--- src/rtl/nco_hop_sequencer.sv ---
// nco_hop_sequencer: walks a table of NCO phase-step words, offering each one
// to the NCO over AXI-Stream and then holding it for that entry's dwell time.
// Runs single-shot or looped, and gates the NCO dither enable for the run.
module nco_hop_sequencer #(
    parameter  int WIDTH       = 32,
    parameter  int DEPTH       = 16,
    parameter  int DWELL_WIDTH = 24,
    localparam int IDX_W       = $clog2(DEPTH)
) (
    input  logic                   aclk,
    input  logic                   arst_n,
    input  logic                   cfg_wr_en,
    input  logic [IDX_W-1:0]       cfg_wr_addr,
    input  logic [WIDTH-1:0]       cfg_wr_step,
    input  logic [DWELL_WIDTH-1:0] cfg_wr_dwell,
    input  logic [IDX_W-1:0]       cfg_last_idx,
    input  logic                   cfg_loop,
    input  logic                   cfg_dither,
    input  logic                   start,
    input  logic                   stop,
    output logic [WIDTH-1:0]       m_axis_data_tdata,
    output logic                   m_axis_data_tvalid,
    input  logic                   m_axis_data_tready,
    output logic                   dither_enable,
    output logic                   busy,
    output logic [IDX_W-1:0]       cur_idx,
    output logic                   done
);

    typedef enum logic [1:0] {
        IDLE  = 2'd0,
        LOAD  = 2'd1,
        DWELL = 2'd2,
        DONE  = 2'd3
    } state_t;

    state_t                 state;
    state_t                 state_next;
    logic                   load_req;
    logic [IDX_W-1:0]       load_idx;
    logic [IDX_W-1:0]       idx;
    logic [IDX_W-1:0]       last_idx;
    logic                   loop_mode;
    logic                   dither_run;
    logic                   stop_pend;
    logic [DWELL_WIDTH-1:0] cnt;
    logic [WIDTH-1:0]       step_hold;
    logic [WIDTH-1:0]       step_mem  [DEPTH];
    logic [DWELL_WIDTH-1:0] dwell_mem [DEPTH];

    // Hop table storage; deliberately not reset so contents survive a reset.
    always_ff @(posedge aclk) begin
        if (cfg_wr_en) begin
            step_mem[cfg_wr_addr]  <= cfg_wr_step;
            dwell_mem[cfg_wr_addr] <= cfg_wr_dwell;
        end
    end

    // State register.
    always_ff @(posedge aclk) begin
        if (!arst_n) begin
            state <= IDLE;
        end else begin
            state <= state_next;
        end
    end

    // Next-state logic; load_req/load_idx select the entry to fetch into LOAD.
    always_comb begin
        state_next = state;
        load_req   = 1'b0;
        load_idx   = idx;
        case (state)
            IDLE: begin
                if (start && !stop) begin
                    state_next = LOAD;
                    load_req   = 1'b1;
                    load_idx   = '0;
                end
            end
            LOAD: begin
                if (m_axis_data_tready) begin
                    state_next = (stop || stop_pend) ? IDLE : DWELL;
                end
            end
            DWELL: begin
                if (stop) begin
                    state_next = IDLE;
                end else if (cnt <= DWELL_WIDTH'(1)) begin
                    if (idx != last_idx) begin
                        state_next = LOAD;
                        load_req   = 1'b1;
                        load_idx   = idx + IDX_W'(1);
                    end else if (loop_mode) begin
                        state_next = LOAD;
                        load_req   = 1'b1;
                        load_idx   = '0;
                    end else begin
                        state_next = DONE;
                    end
                end
            end
            DONE: begin
                state_next = IDLE;
            end
            default: begin
                state_next = IDLE;
            end
        endcase
    end

    // Run datapath: captured run config, active entry, dwell counter, pending stop.
    always_ff @(posedge aclk) begin
        if (!arst_n) begin
            idx        <= '0;
            last_idx   <= '0;
            loop_mode  <= 1'b0;
            dither_run <= 1'b0;
            stop_pend  <= 1'b0;
            cnt        <= '0;
            step_hold  <= '0;
        end else begin
            if (state == IDLE && start && !stop) begin
                last_idx   <= cfg_last_idx;
                loop_mode  <= cfg_loop;
                dither_run <= cfg_dither;
            end
            if (load_req) begin
                idx       <= load_idx;
                step_hold <= step_mem[load_idx];
                cnt       <= (dwell_mem[load_idx] == '0) ? DWELL_WIDTH'(1)
                                                         : dwell_mem[load_idx];
            end else if (state == DWELL) begin
                cnt <= cnt - DWELL_WIDTH'(1);
            end
            if (state_next != LOAD) begin
                stop_pend <= 1'b0;
            end else if (state == LOAD && stop) begin
                stop_pend <= 1'b1;
            end
        end
    end

    // Output decode; a stop arriving in DONE suppresses the done pulse.
    always_comb begin
        m_axis_data_tdata  = step_hold;
        m_axis_data_tvalid = (state == LOAD);
        busy               = (state != IDLE);
        dither_enable      = (state != IDLE) && dither_run;
        cur_idx            = idx;
        done               = (state == DONE) && !stop;
    end

endmodule

--- config.mk ---
export PLATFORM = sky130hd
export DESIGN_NAME = nco_hop_sequencer
export DESIGN_NICKNAME = d
export VERILOG_FILES = /design/src/rtl/nco_hop_sequencer.sv
export SDC_FILE = /design/constraint.sdc
export NUM_CORES = 1
export LEC_CHECK = 0
export ABC_CLOCK_PERIOD_IN_PS = 13400
export CAP_MARGIN = 20
export CELL_PAD_IN_SITES_DETAIL_PLACEMENT = 0
export CELL_PAD_IN_SITES_GLOBAL_PLACEMENT = 1
export CORE_ASPECT_RATIO = 1.1
export CORE_MARGIN = 3
export CORE_UTILIZATION = 49
export CTS_BUF_LIST = sky130_fd_sc_hd__clkbuf_4
export CTS_CLUSTER_SIZE = 20
export DETAILED_ROUTE_END_ITERATION = 7
export GPL_TIMING_DRIVEN = 1
export PLACE_DENSITY_LB_ADDON = 0.1
export SYNTH_ARGS = -nofsm -noshare
export SYNTH_HDL_FRONTEND = slang
export SYNTH_SLANG_ARGS = --single-unit
export TNS_END_PERCENT = 100
--- constraint.sdc ---
create_clock -name aclk -period 13.4 [get_ports aclk]
set_input_delay 4.02 -clock aclk [delete_from_list [all_inputs] [get_ports aclk]]
set_output_delay 4.02 -clock aclk [all_outputs]
set_load 0.01 [all_outputs]
# Word-level counts from Yosys, hierarchy flattened
# Memory sizes are Yosys's and may differ from the RTL's. A register that Yosys moved wholly into a read port is not among the register bits.
# Index checks and enable logic that the tools add are counted.
# W data, S select, Z words.
[totals]
register_bits = 37
mem_bits_rw = 896
in_bits = 72
out_inout_bits = 40
elab_cells = 57
mem_count = 2
[memory_table]
columns = ["memory", "words", "word_bits", "rd", "rd_ports_with_merged_regs", "write_ports", "line", "text"]
rows = [
  ["step_mem", 16, 32, 1, 1, 1, "48", "logic [WIDTH-1:0] step_mem [DEPTH];"],
  ["dwell_mem", 16, 24, 1, 0, 1, "49", "logic [DWELL_WIDTH-1:0] dwell_mem [DEPTH];"],
]
[op_classes]
add_sub_neg = 2
magnitude_cmp = 1
eq_ne = 5
muxes = 25
bitwise_logic = 1
n_reduce_logical = 14
[ops]
columns = ["operator", "count"]
rows = [
  ["$mux W24", 3],
  ["$le A24 B1 Y1 const B", 1],
  ["$logic_not A24 Y1", 1],
  ["$sub A24 B1 Y24 const B", 1],
  ["$mux W4", 5],
  ["$mux W2", 7],
  ["$pmux W2 S4", 1],
  ["$pmux W4 S2", 1],
  ["$mux W1", 7],
  ["$logic_and A1 B1 Y1", 6],
  ["$add A4 B1 Y4 const B", 1],
  ["$eq A2 B2 Y1 const B", 2],
  ["$ne A4 B4 Y1", 1],
  ["$reduce_bool A2 Y1", 2],
  ["$eq A2 B1 Y1 const B", 1],
  ["$logic_not A1 Y1", 2],
  ["$logic_not A2 Y1", 1],
  ["$ne A2 B1 Y1 const B", 1],
  ["$pmux W1 S2", 1],
  ["$reduce_or A2 Y1", 1],
  ["$logic_or A1 B1 Y1", 1],
  ["$not A1 Y1", 1],
]

# Logic depth before layout (Yosys ltp)
# Gate-level depths: netlist of run 1.
# An unclocked memory read counts as a cell.
[logic_depth]
word_depth = 9
ltp_mapped = 17
depth_no_buf = 13

# Worst setup path after synthesis of run 1
# OpenSTA, ideal clock, no wires.
[synth_path]
path_kind = "input-to-reg"
startpoint = "input port cfg_wr_addr[3]"
endpoint = "memory dwell_mem[0][0], enable pin"
arrival_ns = 8.347
required_ns = 12.861
path_slack_ns = 4.513
path_stages = 2
n_path_buf = 0
cell_sequence = "or3b_2 nor3_1"
[synth_lines]
columns = ["element", "line", "text"]
rows = [
  ["start, declared", "13", "input logic [IDX_W-1:0] cfg_wr_addr,"],
  ["end, declared", "49", ""],
]
# No word-level cell before the write port.

# Worst setup path in the final report of run 1
[layout_path]
startpoint = "input port stop"
endpoint = "output port done"
[layout_between]
elab_chain_len = 2
[layout_rtl]
columns = ["element", "line", "text"]
rows = [
  ["start, declared", "20", "input logic stop,"],
  ["$logic_not A1 Y1", "151", "done = (state == DONE) && !stop;"],
  ["$logic_and A1 B1 Y1", "151", ""],
  ["end, declared", "27", "output logic done"],
]
# Every way passes these cells.

==> impl_metrics.ini, run 1 <==
[sta]
tightest_slew_ps = 1120
setup_slack_ps = 4070
hold_viol_final = 0
post-route-min-period_ps = 9330
whs_ps = 469
fmax_ghz = 0.107
relSlewSlack = 0.253
maxSlewViolCount = 0
rsz0062_at_grt = false
period_share = 0.696
setup_tns_ps = 0
finalSetupViolCount = 0
finClkSkew_ps = 54.8

[floorplanning]
die_w_um = 273
ios = 112
start_util = 0.496
dieArea_mm2 = 0.0818
core_mm2 = 0.0775
dieHeight_um = 300
rows = 107

[synthesis]
yosysWarnings = 0
ys_ff_latch = 965
synth_edf_count = 896
syn-instance-count = 2897
yosysSeqAreaShare = 0.736
syn_area_mm2 = 0.0384
synthDistinctLibCells = 65
synth.avg_cell_area_um2 = 13.3
ys.flop_type = edfxtp_1
synthesis.nets = 2972
synthArstFlopShare = 0

[global_route]
grt_max_degree = 194
grt_pass1_wl_um = 154000
grt_antenna_before_repair = 7
grt_overflow = 0
grt.total_usage = 0.254
grt_pass1_vias = 25400

[flow_run]
drv_cap = 0

[cts]
cts_sinks = 965
cts_tree = built
htree_num_levels = 4
cts-resized-gates = 0
clk_path_buf_depth = 3
cts_made_buffers = 233
path_clk_slew_ps = 60
clk-insertion-delay-late_ps = 1090
cts_setup_buffers = 0
ctsHoldBuffers = 0
cts-root-buf = clkbuf_4

[critical_path]
rr_startpoint = cnt[4]
crit_path_frequent_cell = clkdlybuf4s50_1
crit_path_end_kind = output pin
worstSetupStartpoint = stop
arrival_ps = 5310
worst_path_max_delay_cell = clkdlybuf4s50_1
path_class = input port to output pin
worst-path-max-fanout = 9
path_cells = clkdlybuf4s50_1 -> nor2_1 -> clkdlybuf4s50_1
critPathBufInv = 2
cp_top_family = buffers and inverters
crit_path_start_kind = input port
crit_path_max_incr_delay_ps = 580
worst_ep_required_time_ps = 9380

[finish]
stdcell_area_mm2 = 0.0437
final_cell_mix = edfxtp_1 (896), nand2_1 (766), clkbuf_4 (359), a311oi_1 (132)
nets = 3180
drive_above_1_share = 0.143
final_common_cell = edfxtp_1
final_cells = 4333
fin_util = 0.564
syn2layout_area_growth_pct = 13.7

[placed_design]
gp_congestion = 0.784
dpl-instance-area_mm2 = 0.0406
dp_cells = 3904
dp_slack_ps = 4090
dp_hpwl_um = 50900
portBuffers = 111

[hold_path]
worstHoldPathType = flop to flop
hold_start = dither_run

[routing]
wl_um = 104000
ant_nets = 0
drc = 0
via_count = 25100
drt-initial-drc-count = 2061
drt-vias-per-instance = 5.80
drt_pass1_iterations = 5
wl_per_cell_um = 23.9

[run_status]
status = finished clean

[pwr]
power.leakage_nw = 14.7
p_total_mw = 6.02
irDropWorstVdd_uv = 91.6
power.density_mw_per_mm2 = 138
## registers in the layout, summed over array words and instances (netlist names)
register and flops:
dither_run 1, cur_idx 4, state 2, stop_pend 1, loop_mode 1, dwell_mem 384
m_axis_data_tdata 32, cnt 24, step_mem 512, last_idx 4
## worst paths after layout
path,to,slack (ps),cells after the start
worst max register to register,cnt[0],8090,12
worst min-delay path,dither_run,470,2
worst min register to register,dither_run,470,2
worst max-delay path,done,4070,3
## cell type report
type / instances / area, µm²
fillers: 6463 / 33800
multi-input cells: 1733 / 9490
clock buffers: 359 / 2700
clock inverters: 64 / 337
diodes: 5 / 12.5
flip-flops and latches: 965 / 28300
repair buffers: 163 / 1550
well taps: 1035 / 1290
inverters: 9 / 33.8
## routing by layer
metal	vias to the layer above	part of all wire	track usage	wire (µm)
met5	-	0.00033	0	34
met4	4	0.026	0.0934	2710
met3	178	0.065	0.0490	6690
met2	905	0.50	0.427	51600
met1	12600	0.41	0.330	42500
li1	11400	-	-	-
## cell usage after synthesis (all sizes together), types with 9 or more instances
cell | n | area (µm²)
buf | 71 | 375
edfxtp | 896 | 26900
clkbuf | 119 | 447
nor2 | 38 | 143
a21boi | 10 | 75.1
o22ai | 25 | 156
nand2 | 766 | 2880
a21oi | 129 | 646
and3 | 102 | 638
inv | 9 | 33.8
nand3 | 130 | 661
and2 | 22 | 138
mux2i | 75 | 751
dfxtp | 69 | 1380
a311oi | 132 | 1160
nor4 | 23 | 186
o21ai | 47 | 235
or4 | 12 | 93.8
a221oi | 15 | 131
nor3 | 87 | 435
nor2b | 38 | 238
## cells by family after synthesis
group | after synthesis | share of synthesized area
mux | 75 | 0.0195
simple gates | 1247 | 0.146
buf+inv | 199 | 0.0223
flops | 965 | 0.736
compound gates | 404 | 0.0738
fa+ha+maj | 3 | 0.000977
xor+xnor | 4 | 0.000912
## worst reg2reg max path, cell delays in order (launching register included)
cell      delay [ps]
dfxtp_1          360
nor4_1           590
nand4_1          520
nor4_4           500
a31o_4           570
buf_4            790
mux2i_1          300
o22ai_1           90
nor4_1           400
o221ai_1         270
nor4_2           460
nand4_1          170
o31ai_2          230
## report_power, final
group / internal [mW] / switching, mW / leakage, nW
registers: 3.36 / 0.0236 / 8.66
clock network: 1.25 / 1.13 / 1.80
logic: 0.0831 / 0.171 / 4.22
No activity file was read; power rests on OpenSTA's default activity.
==> run 2, diff against run 1 <==
- ABC_CLOCK_PERIOD_IN_PS: 13400 -> 7520
- CORE_UTILIZATION: 49 -> 48
- clock period: 13.4 -> 7.52 ns (I/O delays scaled with it)
==> impl_metrics.ini, run 2 (same netlist as run 1, synthesis figures left out) <==
[run_status]
status = finished clean

[pwr]
combPwrFrac = 0.042
seq_power_share = 0.552
switching_share = 0.220
power.density_mw_per_mm2 = 247
p_int_mw = 8.52
power.switching_mw = 2.41
power.leakage_nw = 15.0
irDropWorstVdd_uv = 139
p_clk_frac = 0.406

[critical_path]
timing.rr.end = m_axis_data_tdata[3]
arrival_ps = 3570
worst-path-max-fanout = 9
path_cells = clkdlybuf4s50_1 -> nor2_1 -> clkdlybuf4s50_1
path_class = input port to output pin
reg2reg_depth = 14
crit_path_frequent_cell = clkdlybuf4s50_1
r2r_slack_ps = 2460
crit_path_end_kind = output pin
crit_path_start_kind = input port
rr_startpoint = cnt[4]
worst_ep_required_time_ps = 5260
crit_path_max_incr_delay_ps = 590
worst_path_max_delay_cell = clkdlybuf4s50_1

[finish]
final_cells = 4386
largest_register_ff_count = 512
nets = 3211
syn2layout_area_growth_pct = 15.0
final_common_cell = edfxtp_1
num-fill-cells = 6652
multi_input_area_mm2 = 0.00948
stdcell_area_mm2 = 0.0442
fin_util = 0.559
drive_above_1_share = 0.155
final_cell_mix = edfxtp_1 (896), nand2_1 (766), clkbuf_4 (373), a311oi_1 (132)
regMostFlops = step_mem
layout.area.seq_mm2 = 0.0283

[placed_design]
gp_congestion = 0.796
dpl-instance-area_mm2 = 0.0410
dp_slack_ps = 784
dp_hpwl_um = 55200
dp_cells = 3943
portBuffers = 111

[floorplanning]
start_util = 0.486
rows = 108
die_w_um = 276
dieHeight_um = 303
core_mm2 = 0.0791
dieArea_mm2 = 0.0835
ios = 112

[cts]
cts_sinks = 965
clk_path_buf_depth = 3
cts_setup_buffers = 0
cts-root-buf = clkbuf_4
htree_num_levels = 4
cts_tree = built
ctsHoldBuffers = 0
cts-resized-gates = 0
cts_made_buffers = 236
path_clk_slew_ps = 60
clk-insertion-delay-late_ps = 1070

[sta]
finClkSkew_ps = 58.8
hold_viol_final = 0
rsz0062_at_grt = false
relSlewSlack = 0.216
fmax_ghz = 0.172
tightest_slew_ps = 1180
setup_slack_ps = 1690
maxSlewViolCount = 0
finalSetupViolCount = 0
period_share = 0.775
post-route-min-period_ps = 5830
setup_tns_ps = 0

[hold_path]
hold-path-cell-count = 2
hold_start = dither_run
hold_end = dither_run
worstHoldPathType = flop to flop

[flow_run]
drv_cap = 0

[global_route]
grt_pass1_vias = 25000
grt_overflow = 0
grt.total_usage = 0.255
grt_max_degree = 165
grt_pass1_wl_um = 157000
grt_antenna_before_repair = 5

[routing]
ant_nets = 0
wl_um = 106000
drt-vias-per-instance = 5.73
drc = 0
wl_per_cell_um = 24.1
drt_pass1_iterations = 5
drt-initial-drc-count = 2212
via_count = 25100
-- run 2: how the worst max path moves through the flow --
stage / startpoint / endpoint / slack (ps) / cells after the start
3_5_place_dp: stop / m_axis_data_tdata[11] / 780 / 14
2_1_floorplan: cfg_wr_addr[3] / dwell_mem[0][0] / 400 / 2
3_3_place_gp: stop / m_axis_data_tdata[11] / 870 / 14
5_1_grt: stop / m_axis_data_tdata[3] / 1620 / 13
4_1_cts: stop / done / 1660 / 3
6_report: stop / done / 1690 / 3
-- run 2: layout make-up --
cell class	count	share of cell area
Antenna cell	4	0.000227
Clock buffer	373	0.0634
Clock inverter	66	0.00864
Inverter	9	0.000765
Tap cell	1045	0.0296
Timing Repair Buffer	191	0.0425
Multi-Input combinational cell	1733	0.215
Sequential cell	965	0.640
-- run 2: metrics by stage --
step,power [mW],hold slack (ps)
floorplan,6.37,439
global placement,6.59,459
detailed placement,6.61,476
CTS,11.0,485
global route,11.4,518
finish,10.9,483
-- run 2: power by group through the flow --
stage          logic (mW)  registers, mW  clock network, mW
2_1_floorplan       0.225           6.14                  0
3_5_place_dp        0.464           6.14                  0
4_1_cts             0.465           6.03               4.55
5_1_grt             0.508           6.04               4.84
3_3_place_gp        0.453           6.14                  0
6_report            0.463           6.03               4.43
-- run 2: layer usage --
metal | vias up | share of wire | GRT usage
met5 | - | 0.00010 | 0
met4 | 2 | 0.021 | 0.0874
met3 | 172 | 0.063 | 0.0437
met2 | 898 | 0.49 | 0.423
met1 | 12600 | 0.42 | 0.344
li1 | 11500 | - | -
-- run 2: critical path: cells and delay by family --
kind | cells | cell delay [ps]
buffers and inverters | 2 | 1140
AND/OR/NAND/NOR | 1 | 180
==> run 3, diff against run 2 <==
- ABC_CLOCK_PERIOD_IN_PS: 7520 -> 5540
- CORE_UTILIZATION: 48 -> 49
- clock period: 7.52 -> 5.54 ns (I/O delays scaled with it)
==> impl_metrics.ini, run 3 (same netlist as run 1, synthesis figures left out) <==
[hold_path]
worstHoldPathType = flop to flop

[sta]
finalSetupViolCount = 0
rsz0062_at_grt = false
maxSlewViolCount = 0
fmax_ghz = 0.215
hold_viol_final = 0
post-route-min-period_ps = 4650
relSlewSlack = 0.364
finClkSkew_ps = 94.1
setup_tns_ps = 0
tightest_slew_ps = 954
period_share = 0.840

[routing]
drc = 0
drt-initial-drc-count = 2081
wl_um = 106000
drt_pass1_iterations = 5
via_count = 25600
ant_nets = 0
wl_per_cell_um = 23.8
drt-vias-per-instance = 5.73

[floorplanning]
dieHeight_um = 300
core_mm2 = 0.0775
ios = 112
dieArea_mm2 = 0.0818
start_util = 0.496
die_w_um = 273
rows = 107

[cts]
cts_tree = built
cts_sinks = 965
ctsHoldBuffers = 0
htree_num_levels = 4
clk_path_buf_depth = 3
path_clk_slew_ps = 60
cts-root-buf = clkbuf_4
cts_setup_buffers = 0
cts-resized-gates = 0
cts_made_buffers = 238
clk-insertion-delay-late_ps = 1110

[critical_path]
rr_startpoint = cnt[4]
crit_path_frequent_cell = clkdlybuf4s50_1
timing.rr.end = cnt[15]
critPathBufInv = 3
crit_cells = 4
cp_top_family = buffers and inverters
path_class = input port to output pin
crit_path_end = done
arrival_ps = 2990
worstSetupStartpoint = stop
crit_path_max_incr_delay_ps = 540
crit_path_end_kind = output pin
reg2reg_depth = 16
crit_path_start_kind = input port
r2r_slack_ps = 900
worst_ep_required_time_ps = 3880
worst-path-max-fanout = 4
worst_path_max_delay_cell = clkdlybuf4s50_1
path_cells = clkdlybuf4s50_1 -> buf_4 -> nor2_1 -> clkdlybuf4s50_1

[global_route]
grt_overflow = 0
grt_antenna_before_repair = 10
grt_pass1_wl_um = 158000
grt_max_degree = 95
grt.total_usage = 0.260
grt_pass1_vias = 25600

[finish]
regMostFlops = step_mem
nets = 3290
largest_register_ff_count = 512
final_common_cell = edfxtp_1
syn2layout_area_growth_pct = 17.2
drive_above_1_share = 0.167
final_cell_mix = edfxtp_1 (896), nand2_1 (766), clkbuf_4 (350), a311oi_1 (132)

[placed_design]
dp_hpwl_um = 56400
portBuffers = 111
gp_congestion = 0.861

[run_status]
status = finished clean

[pwr]
power.leakage_nw = 15.4
p_total_mw = 14.8
irDropWorstVdd_uv = 166
power.density_mw_per_mm2 = 329

[flow_run]
drv_cap = 0
[run 3: worst min-delay path by stage]
stage | depth (start not counted) | endpoint | slack [ps] | start
6_report | 2 | dither_run | 470 | dither_run
5_1_grt | 2 | dither_run | 500 | dither_run
4_1_cts | 2 | dither_run | 470 | dither_run
3_5_place_dp | 2 | dither_run | 460 | dither_run
3_3_place_gp | 2 | dither_run | 450 | dither_run
2_1_floorplan | 2 | dither_run | 440 | dither_run
[run 3: worst reg2reg max path, stage by stage (launching register included)]
cell and delay (ps):
dfxtp_1 350, nor4_1 680, and4_1 430, o2111ai_4 170, buf_4 180, buf_4 170, a31oi_4 630, buf_12 300
buf_4 340, a21oi_1 120, a221oi_1 270, a211oi_1 90, a211oi_1 360, buf_4 190, a21oi_1 60, o21ai_0 140
and2_1 130
[run 3: power by group]
group | internal, mW | switching [mW]
clock | 3.17 | 2.81
sequential | 8.12 | 0.0606
combinational | 0.219 | 0.415
total | 11.5 | 3.28
[run 3: metrics by stage]
step / hold slack (ps) / area [µm²] / util / worst slack (ps) / instances
finish: 466 / 45000 / 0.581 / 886 / 4463
global route: 496 / 45000 / 0.581 / 658 / 4460
CTS: 474 / 45000 / 0.581 / 867 / 4452
detailed placement: 465 / 41800 / 0.540 / -164 / 4010
global placement: 451 / 41800 / 0.540 / -69.6 / 4010
floorplan: 439 / 38400 / - / 530 / 2897
[run 3: layout make-up]
| type | count | area, µm² |
|---|---|---|
| clock inverters | 92 | 523 |
| repair buffers | 268 | 2720 |
| multi-input cells | 1733 | 9510 |
| clock buffers | 350 | 2630 |
| well taps | 1035 | 1290 |
| fillers | 6380 | 32500 |
| flip-flops and latches | 965 | 28300 |
| diodes | 11 | 27.5 |
| inverters | 9 | 33.8 |
[run 3: routing by layer]
metal	vias to the layer above	share of wire	track usage
li1	11700	-	-
met1	12800	0.41	0.341
met2	955	0.49	0.426
met3	179	0.068	0.0605
met4	4	0.024	0.0906
met5	-	0.00027	0
